**config.mk**
```make
export PLATFORM = sky130hd
export DESIGN_NAME = dds_wr_arbiter_flat
export DESIGN_NICKNAME = d
export VERILOG_FILES = /design/src/rtl/dds_wr_arbiter_pkg.sv /design/src/rtl/dds_wr_arbiter_if.sv /design/src/rtl/dds_wr_arbiter_rr_pick.sv /design/src/rtl/dds_wr_arbiter.sv /design/src/flat_wrapper.sv
export SDC_FILE = /design/constraint.sdc
export NUM_CORES = 1
export LEC_CHECK = 0
export ABC_AREA = 0
export BUFFER_PORTS_ARGS = -buffer_cell sky130_fd_sc_hd__buf_2
export CORE_ASPECT_RATIO = 1.5
export CORE_MARGIN = 1
export CORE_UTILIZATION = 49
export CTS_CLUSTER_DIAMETER = 200
export DETAILED_ROUTE_END_ITERATION = 7
export PLACE_DENSITY_LB_ADDON = 0.05
export SYNTH_ARGS = -nofsm -noshare
export SYNTH_HDL_FRONTEND = slang
export SYNTH_SLANG_ARGS = --single-unit
export TNS_END_PERCENT = 50
```
**constraint.sdc**
```tcl
create_clock -name clk -period 4.95 [get_ports clk]
set_input_delay 0.99 -clock clk [delete_from_list [all_inputs] [get_ports clk]]
set_output_delay 0.99 -clock clk [all_outputs]
set_load 0.02 [all_outputs]
```
**src/rtl/dds_wr_arbiter_pkg.sv**
```systemverilog
// dds_wr_arbiter shared types and constants.
// Arbiter FSM states, bus widths and default watchdog limit.
package dds_arb_pkg;

  localparam int ADDR_W  = 8;
  localparam int DATA_W  = 32;
  localparam int TMO_W   = 16;
  localparam int TMO_DEF = 65535;

  typedef enum logic [2:0] {
    IDLE,
    START,
    WAIT,
    UPD,
    FIN
  } state_t;

endpackage

```
**src/rtl/dds_wr_arbiter_if.sv**
```systemverilog
// Serial register-write engine bus.
// master = arbiter side, slave = engine side.
interface dds_wr_arbiter_if;
  import dds_arb_pkg::*;

  logic              wr_start;
  logic [ADDR_W-1:0] wr_addr;
  logic [DATA_W-1:0] wr_din;
  logic [DATA_W-1:0] wr_dout;
  logic              wr_done;

  modport master (
    output wr_start,
    output wr_addr,
    output wr_din,
    input  wr_dout,
    input  wr_done
  );

  modport slave (
    input  wr_start,
    input  wr_addr,
    input  wr_din,
    output wr_dout,
    output wr_done
  );

endinterface

```
**src/rtl/dds_wr_arbiter_rr_pick.sv**
```systemverilog
// Combinational N-way round-robin picker.
// Search starts at the index after last_gnt and wraps.
module rr_pick #(
  parameter int N_REQ = 2
) (
  input  logic [N_REQ-1:0]         req,
  input  logic [$clog2(N_REQ)-1:0] last_gnt,
  output logic [N_REQ-1:0]         gnt,
  output logic [$clog2(N_REQ)-1:0] idx
);

  localparam int IW = $clog2(N_REQ);

  logic        found;
  logic [IW:0] s;

  // first requester at or after last_gnt+1 (mod N_REQ) wins
  always_comb begin
    gnt   = '0;
    idx   = '0;
    found = 1'b0;
    s     = '0;
    for (int k = 1; k <= N_REQ; k++) begin
      s = {1'b0, last_gnt} + (IW+1)'(k);
      if (s >= (IW+1)'(N_REQ))
        s = s - (IW+1)'(N_REQ);
      if (!found && req[s[IW-1:0]]) begin
        found          = 1'b1;
        gnt[s[IW-1:0]] = 1'b1;
        idx            = s[IW-1:0];
      end
    end
  end

endmodule

```
**src/rtl/dds_wr_arbiter.sv**
```systemverilog
// Round-robin arbiter sharing one DDS serial write engine.
// Latches winner request, runs one transaction, optional IO_UPDATE.
module dds_wr_arbiter
  import dds_arb_pkg::*;
#(
  parameter int N_REQ  = 2,
  parameter int IOUP_W = 4,
  parameter int TMO    = TMO_DEF
) (
  input  logic                     clk,
  input  logic                     rst,
  input  logic [N_REQ-1:0]         req,
  input  logic [ADDR_W*N_REQ-1:0]  req_addr,
  input  logic [DATA_W*N_REQ-1:0]  req_din,
  input  logic [N_REQ-1:0]         req_upd,
  output logic [N_REQ-1:0]         done,
  output logic                     err,
  output logic [DATA_W-1:0]        rd_data,
  output logic [N_REQ-1:0]         gnt,
  dds_wr_arbiter_if.master         wr,
  output logic                     IO_UPDATE
);

  localparam int IW = $clog2(N_REQ);

  state_t            state;
  state_t            state_nx;
  logic [IW-1:0]     last_gnt;
  logic [IW-1:0]     win_idx;
  logic [IW-1:0]     pick_idx;
  logic [N_REQ-1:0]  pick_gnt;
  logic [ADDR_W-1:0] sel_addr;
  logic [DATA_W-1:0] sel_din;
  logic              sel_upd;
  logic              upd_r;
  logic              err_r;
  logic              done_q;
  logic [TMO_W-1:0]  tmo_cnt;
  logic [15:0]       upd_cnt;
  logic              edge_hit;
  logic              tmo_hit;
  logic              upd_last;

  rr_pick #(
    .N_REQ (N_REQ)
  ) u_pick (
    .req      (req),
    .last_gnt (last_gnt),
    .gnt      (pick_gnt),
    .idx      (pick_idx)
  );

  assign edge_hit = wr.wr_done & ~done_q;
  assign tmo_hit  = (tmo_cnt == TMO_W'(TMO));
  assign upd_last = (upd_cnt == 16'(IOUP_W - 1));

  // mux the winner's request fields out of the flat buses
  always_comb begin
    sel_addr = '0;
    sel_din  = '0;
    sel_upd  = 1'b0;
    for (int i = 0; i < N_REQ; i++) begin
      if (pick_gnt[i]) begin
        sel_addr = req_addr[i*ADDR_W +: ADDR_W];
        sel_din  = req_din[i*DATA_W +: DATA_W];
        sel_upd  = req_upd[i];
      end
    end
  end

  // state register
  always_ff @(posedge clk or posedge rst) begin
    if (rst)
      state <= IDLE;
    else
      state <= state_nx;
  end

  // next-state decode; a done edge beats a same-cycle timeout
  always_comb begin
    state_nx = state;
    unique case (state)
      IDLE:    if (|req) state_nx = START;
      START:   state_nx = WAIT;
      WAIT: begin
        if (edge_hit)
          state_nx = upd_r ? UPD : FIN;
        else if (tmo_hit)
          state_nx = FIN;
      end
      UPD:     if (upd_last) state_nx = FIN;
      FIN:     state_nx = IDLE;
      default: state_nx = IDLE;
    endcase
  end

  // state-decoded strobes
  always_comb begin
    wr.wr_start = (state == START);
    IO_UPDATE   = (state == UPD);
    done        = (state == FIN) ? gnt : '0;
    err         = (state == FIN) & err_r;
  end

  // grant, latched request, counters, edge detect, read-back
  always_ff @(posedge clk or posedge rst) begin
    if (rst) begin
      gnt        <= '0;
      win_idx    <= '0;
      last_gnt   <= IW'(N_REQ - 1);
      wr.wr_addr <= '0;
      wr.wr_din  <= '0;
      rd_data    <= '0;
      upd_r      <= 1'b0;
      err_r      <= 1'b0;
      done_q     <= 1'b0;
      tmo_cnt    <= '0;
      upd_cnt    <= '0;
    end else begin
      done_q <= wr.wr_done;
      unique case (state)
        IDLE: begin
          if (|req) begin
            gnt        <= pick_gnt;
            win_idx    <= pick_idx;
            wr.wr_addr <= sel_addr;
            wr.wr_din  <= sel_din;
            upd_r      <= sel_upd;
            err_r      <= 1'b0;
          end
        end
        START: begin
          tmo_cnt <= '0;
          upd_cnt <= '0;
        end
        WAIT: begin
          if (!tmo_hit)
            tmo_cnt <= tmo_cnt + 1'b1;
          if (edge_hit)
            rd_data <= wr.wr_dout;
          else if (tmo_hit)
            err_r <= 1'b1;
        end
        UPD: begin
          upd_cnt <= upd_cnt + 16'd1;
        end
        FIN: begin
          last_gnt <= win_idx;
          gnt      <= '0;
        end
        default: ;
      endcase
    end
  end

endmodule

```
**src/flat_wrapper.sv**
```systemverilog
// flat-port wrapper written by rule: the top's interface ports become plain ports
module dds_wr_arbiter_flat import dds_arb_pkg::*;
#(
  parameter int N_REQ  = 2,
  parameter int IOUP_W = 4,
  parameter int TMO    = TMO_DEF
)
  (clk, rst, req, req_addr, req_din, req_upd, done, err, rd_data, gnt, IO_UPDATE, wr_wr_start, wr_wr_addr, wr_wr_din, wr_wr_dout, wr_wr_done);
  dds_wr_arbiter_if wr_i ();
  input  logic clk;
  input  logic rst;
  input  logic [N_REQ-1:0] req;
  input  logic [ADDR_W*N_REQ-1:0] req_addr;
  input  logic [DATA_W*N_REQ-1:0] req_din;
  input  logic [N_REQ-1:0] req_upd;
  output logic [N_REQ-1:0] done;
  output logic err;
  output logic [DATA_W-1:0] rd_data;
  output logic [N_REQ-1:0] gnt;
  output logic IO_UPDATE;
  output wire logic [$bits(wr_i.wr_start)-1:0] wr_wr_start;
  output wire logic [$bits(wr_i.wr_addr)-1:0] wr_wr_addr;
  output wire logic [$bits(wr_i.wr_din)-1:0] wr_wr_din;
  input wire logic [$bits(wr_i.wr_dout)-1:0] wr_wr_dout;
  input wire logic [$bits(wr_i.wr_done)-1:0] wr_wr_done;
  assign wr_wr_start = wr_i.wr_start;
  assign wr_wr_addr = wr_i.wr_addr;
  assign wr_wr_din = wr_i.wr_din;
  assign wr_i.wr_dout = wr_wr_dout;
  assign wr_i.wr_done = wr_wr_done;
  dds_wr_arbiter #(.N_REQ(N_REQ), .IOUP_W(IOUP_W), .TMO(TMO)) u_core (.clk(clk), .rst(rst), .req(req), .req_addr(req_addr), .req_din(req_din), .req_upd(req_upd), .done(done), .err(err), .rd_data(rd_data), .gnt(gnt), .wr(wr_i), .IO_UPDATE(IO_UPDATE));
endmodule
```
### Word-level counts from Yosys, hierarchy flattened

Index checks and enable logic that the tools add are counted.

| cells by class | value |
|---|---|
| add/subtract/negate cells | 6 |
| $lt $le $gt $ge | 6 |
| equality and inequality tests | 12 |
| muxes and demuxes | 37 |
| bitwise operators | 4 |
| reductions and logical operators | 16 |

Operator list:

| kind | number |
|---|---|
| $mux 32 | 2 |
| $pmux 16 s2 | 2 |
| $add 16x1->16 const B | 2 |
| $eq 16x16->1 const B | 1 |
| $eq 16x2->1 const B | 1 |
| $mux 1 | 16 |
| $mux 16 | 1 |
| $mux 8 | 2 |
| $mux 3 | 5 |
| $pmux 3 s4 | 1 |
| $mux 2 | 4 |
| $reduce_and 2->1 | 4 |
| $reduce_bool 2->1 | 4 |
| $eq 3x2->1 const B | 2 |
| $ne 2x1->1 const B | 3 |
| $ge 2x2->1 const B | 2 |
| $lt 1x2->1 const B | 2 |
| $ne 2x2->1 const B | 2 |
| $pmux 2 s2 | 1 |
| $reduce_and 4->1 | 1 |
| $eq 3x1->1 const B | 1 |
| $eq 3x3->1 const B | 1 |
| $logic_and 1x1->1 | 3 |
| $logic_not 3->1 | 1 |
| 13 further kinds | 17 |

| storage, ports and cells | value |
|---|---|
| register bits | 114 |

### Longest topological paths before layout

| depth | value |
|---|---|
| word-level depth | 12 |
| gate-level depth with buffers | 7 |
| depth with buffers taken out | 5 |

### By module

A second synthesis with hierarchy kept.

| unflattened totals | value |
|---|---|
| cell total of the unflattened synthesis | 503 |
| area total of the unflattened synthesis | 5245.0 µm² |

Modules (own cells, without submodules):

| module | times used | cells an instance | area an instance (µm²) | seq. area each (µm²) |
|---|---|---|---|---|
| dds_wr_arbiter | 1 | 499 | 5218.8 | 2854.0 |
| rr_pick | 1 | 4 | 26.3 | 0.0 |

### Worst setup path after synthesis

Ideal clock, no wire load.

| timing | value |
|---|---|
| path kind | flip-flop to output port |
| from | reg u_core.state[2] |
| to | out wr_wr_start |
| arrival time | 1.346 ns |
| required time | 3.960 ns |
| path slack | 2.614 ns |
| cell stages (with the launch flop) | 6 |
| path buffers | 3 |
| cell sequence | dfrtp_1 -> buf_2 -> or3b_1 -> buf_2 -> inv_2 -> buf_2 |

| on the way | value |
|---|---|
| cells in the longest elaborated chain, start to end | 1 |

RTL lines:

| item | line | source |
|---|---|---|
| from (decl) | dds_wr_arbiter.sv:26 | `state_t state;` |
| from (signal assigned) | dds_wr_arbiter.sv:76 | `state <= state_nx;` |
| $eq 3x1->1 | dds_wr_arbiter.sv:99 | `wr.wr_start = (state == START);` |
| to (decl) | flat_wrapper.sv:21 | `output wire logic [$bits(wr_i.wr_start)-1:0] wr_wr_start;` |

Every way passes these cells.

### Worst setup path after layout

Same ends and word-level chain as after synthesis.

==> results.yml <==
outcome:
  outcome: "finished, final reports clean"
grt:
  grt_pass1_vias: 4606
  grt_pass1_wl_mm: 22.45
  grtUsageTotal_pct: 26.67
  antenna_found_initial: 0
  grt_start_max_net_pins: 52
  grt_overflow: 0
clock_network:
  path_clk_slew_ps: 60
  cts_buffers: 17
  cts_hold_buf: 0
  cts_num_sinks: 114
  clock-root-buffer: "clkbuf_16"
  cts_setup_buffers: 0
  clock_latency_ps: 410
  htree_num_levels: 4
  cts_tree: "yes"
  clock_path_buffers: 2
  ctsResizeCount: 0
critical_path:
  r2r_slack_ps: 2310
  critPathLaunchType: "register"
  cp-end-kind: "output pin"
  r2r_cells: 5
  critPathKind: "register to output pin"
  crit_arrival_ps: 2190
  required_ps: 3960
  path_max_fanout: 19
yosys:
  yosysSeqAreaShare_pct: 54.78
  ys_ff_latch: 114
  synthArstFlopShare_pct: 100.0
  synthCells: 446
  syn_nets: 567
  synth_ff_type: "dfrtp_1"
  yosysWarnings: 0
  ys_types: 56
  synth_area_um2: 5210
  avgSynthCellArea_um2: 11.68
  synth-edff-count: 0
die:
  io-pin-count: 198
  start_util_pct: 50.84
  die_area_um2: 11060
  coreArea_um2: 10250
  die_w_um: 86.19
  die_h_um: 128.3
  rows: 45
routing:
  ant_nets: 0
  first_pass_iters: 4
  vias: 4462
  wl_per_cell_um: 17.68
  drt_iter0_markers: 169
  wirelength_mm: 14.07
  drcViolationCount: 0
  viasPerCell: 5.606
timing:
  fmax_mhz: 314.3
  timing.final.crit_share_pct: 64.27
  worst_slack_ps: 1769
  hold_viol_final: 0
  tns_ps: 0
  setup_viol: 0
  rsz0062_at_grt: "no"
  skew_ps: 8.039
  drv_slew: 0
  slew_headroom_pct: 27.63
  worst_hold_slack_ps: 481.5
  worst_pin_slew_ps: 1083
  period_minus_slack_ps: 3181
placed_design:
  dpl_worst_slack_ps: 2205
  hpwl_mm: 9.960
  port_buffers: 197
  gp_congestion: 0.8604
  dp_cells: 764
layout:
  area_delta_synth_final_pct: 31.94
  layout.cells.non_filler: 796
  nets: 763
  drive_gt1_share_pct: 43.36
  diodes: 0
run:
  max-cap-violations: 0
pwr:
  irDropWorstVdd_uv: 408.6
  p_leak_nw: 3.587
  p_per_area_nw_per_um2: 643.9
  p_total_mw: 4.426
worst_hold_path:
  hold_path_depth: 2
  min_path_type: "register to register"
cells in the mapped netlist, types with 3 or more instances:
library cell	count	area, um^2
a21o_1	42	315.3
a21oi_1	8	40.04
a22o_1	42	367.9
a31oi_1	4	25.02
and3_1	8	50.05
buf_1	5	18.77
buf_2	17	85.08
dfrtp_1	113	2828
inv_1	6	22.52
mux2_2	32	360.4
mux2i_1	7	70.07
nand2_1	35	131.4
nand2b_1	7	43.79
nand3_1	14	70.07
nand4_1	5	31.28
nor2_1	12	45.04
nor3_1	5	25.02
nor4_1	7	43.79
o21ai_0	12	60.06
o31ai_1	6	45.04
o41ai_1	5	43.79
or3_1	3	18.77
or4_1	3	22.52
xnor2_1	3	26.28
critical path: stages (launching register included):
cell and delay [ps]:
dfrtp_1 500, or3b_1 730, inv_2 320, buf_2 220
state kept, by name, indices dropped and copies added, names as in the netlist, 2 cells and up:
signal,count
u_core.gnt,2
u_core.rd_data,32
u_core.state,3
u_core.tmo_cnt,16
u_core.upd_cnt,16
u_core.wr.wr_addr,8
u_core.wr.wr_din,32
power by group:
group / switching, mW / total, mW / internal (mW)
registers: 0.230 / 1.52 / 1.29
logic: 1.02 / 1.76 / 0.740
clock network: 0.457 / 1.15 / 0.693
total: 1.70 / 4.43 / 2.72
path summary, 6_finish.rpt:
| path | from | to |
|---|---|---|
| setup / recovery | u_core.state[2] | wr_wr_start |
| hold / removal | u_core.last_gnt | u_core.last_gnt |
| setup reg to reg | u_core.state[2] | u_core.wr.wr_addr[4] |
| hold reg to reg | u_core.last_gnt | u_core.last_gnt |
| max in group asynchronous | rst | u_core.wr.wr_addr[3] |
| min in group asynchronous | rst | u_core.rd_data[22] |
cell type report:
type	count	area (um^2)
Tap cell	141	176.4
Clock inverter	15	136.4
Sequential cell	114	2854
Timing Repair Buffer	202	1023
Inverter	8	32.53
Fill cell	836	3373
Multi-Input combinational cell	299	2226
Clock buffer	17	425.4
cells by family (layout without fill, tap and decap cells):
| kind of cell | Yosys count | in the layout | share of synthesized area [%] |
|---|---|---|---|
| AO/OA/AOI/OAI | 134 | 134 | 19.67 |
| AND/OR/NAND/NOR | 121 | 121 | 13.38 |
| flip-flops | 114 | 114 | 54.78 |
| multiplexers | 39 | 39 | 8.261 |
| buffers and inverters | 33 | 242 | 2.930 |
| XOR/XNOR | 3 | 3 | 0.5044 |
| adder cells (fa/ha/maj) | 2 | 2 | 0.4802 |
metal layers:
metal	track usage, %	vias to the layer above	wire, um
met5	0	-	0
met4	11.86	0	399
met3	8.950	37	983
met2	44.58	182	7333
met1	30.86	2183	5356
li1	-	2060	-
cells in the final DEF (no fill, tap or decap), types with 6 or more instances in the layout:
cell type and count:
a21o_1 42, a21oi_1 7, a22o_1 42, and3_1 8, buf_2 197, clkbuf_16 17
dfrtp_1 113, mux2_2 32, mux2i_1 7, nand2_1 35, nand2b_1 7, nand3_1 14
nor2_1 12, nor4_1 7, o21ai_0 12, o31ai_1 6
per-stage QoR:
stage	util [%]	area, um^2
2_1_floorplan	-	5210
3_3_place_gp	61.60	6312
3_5_place_dp	61.60	6312
4_1_cts	67.08	6874
5_1_grt	67.08	6874
6_report	67.08	6874
Power figures use the tool's default switching activity.
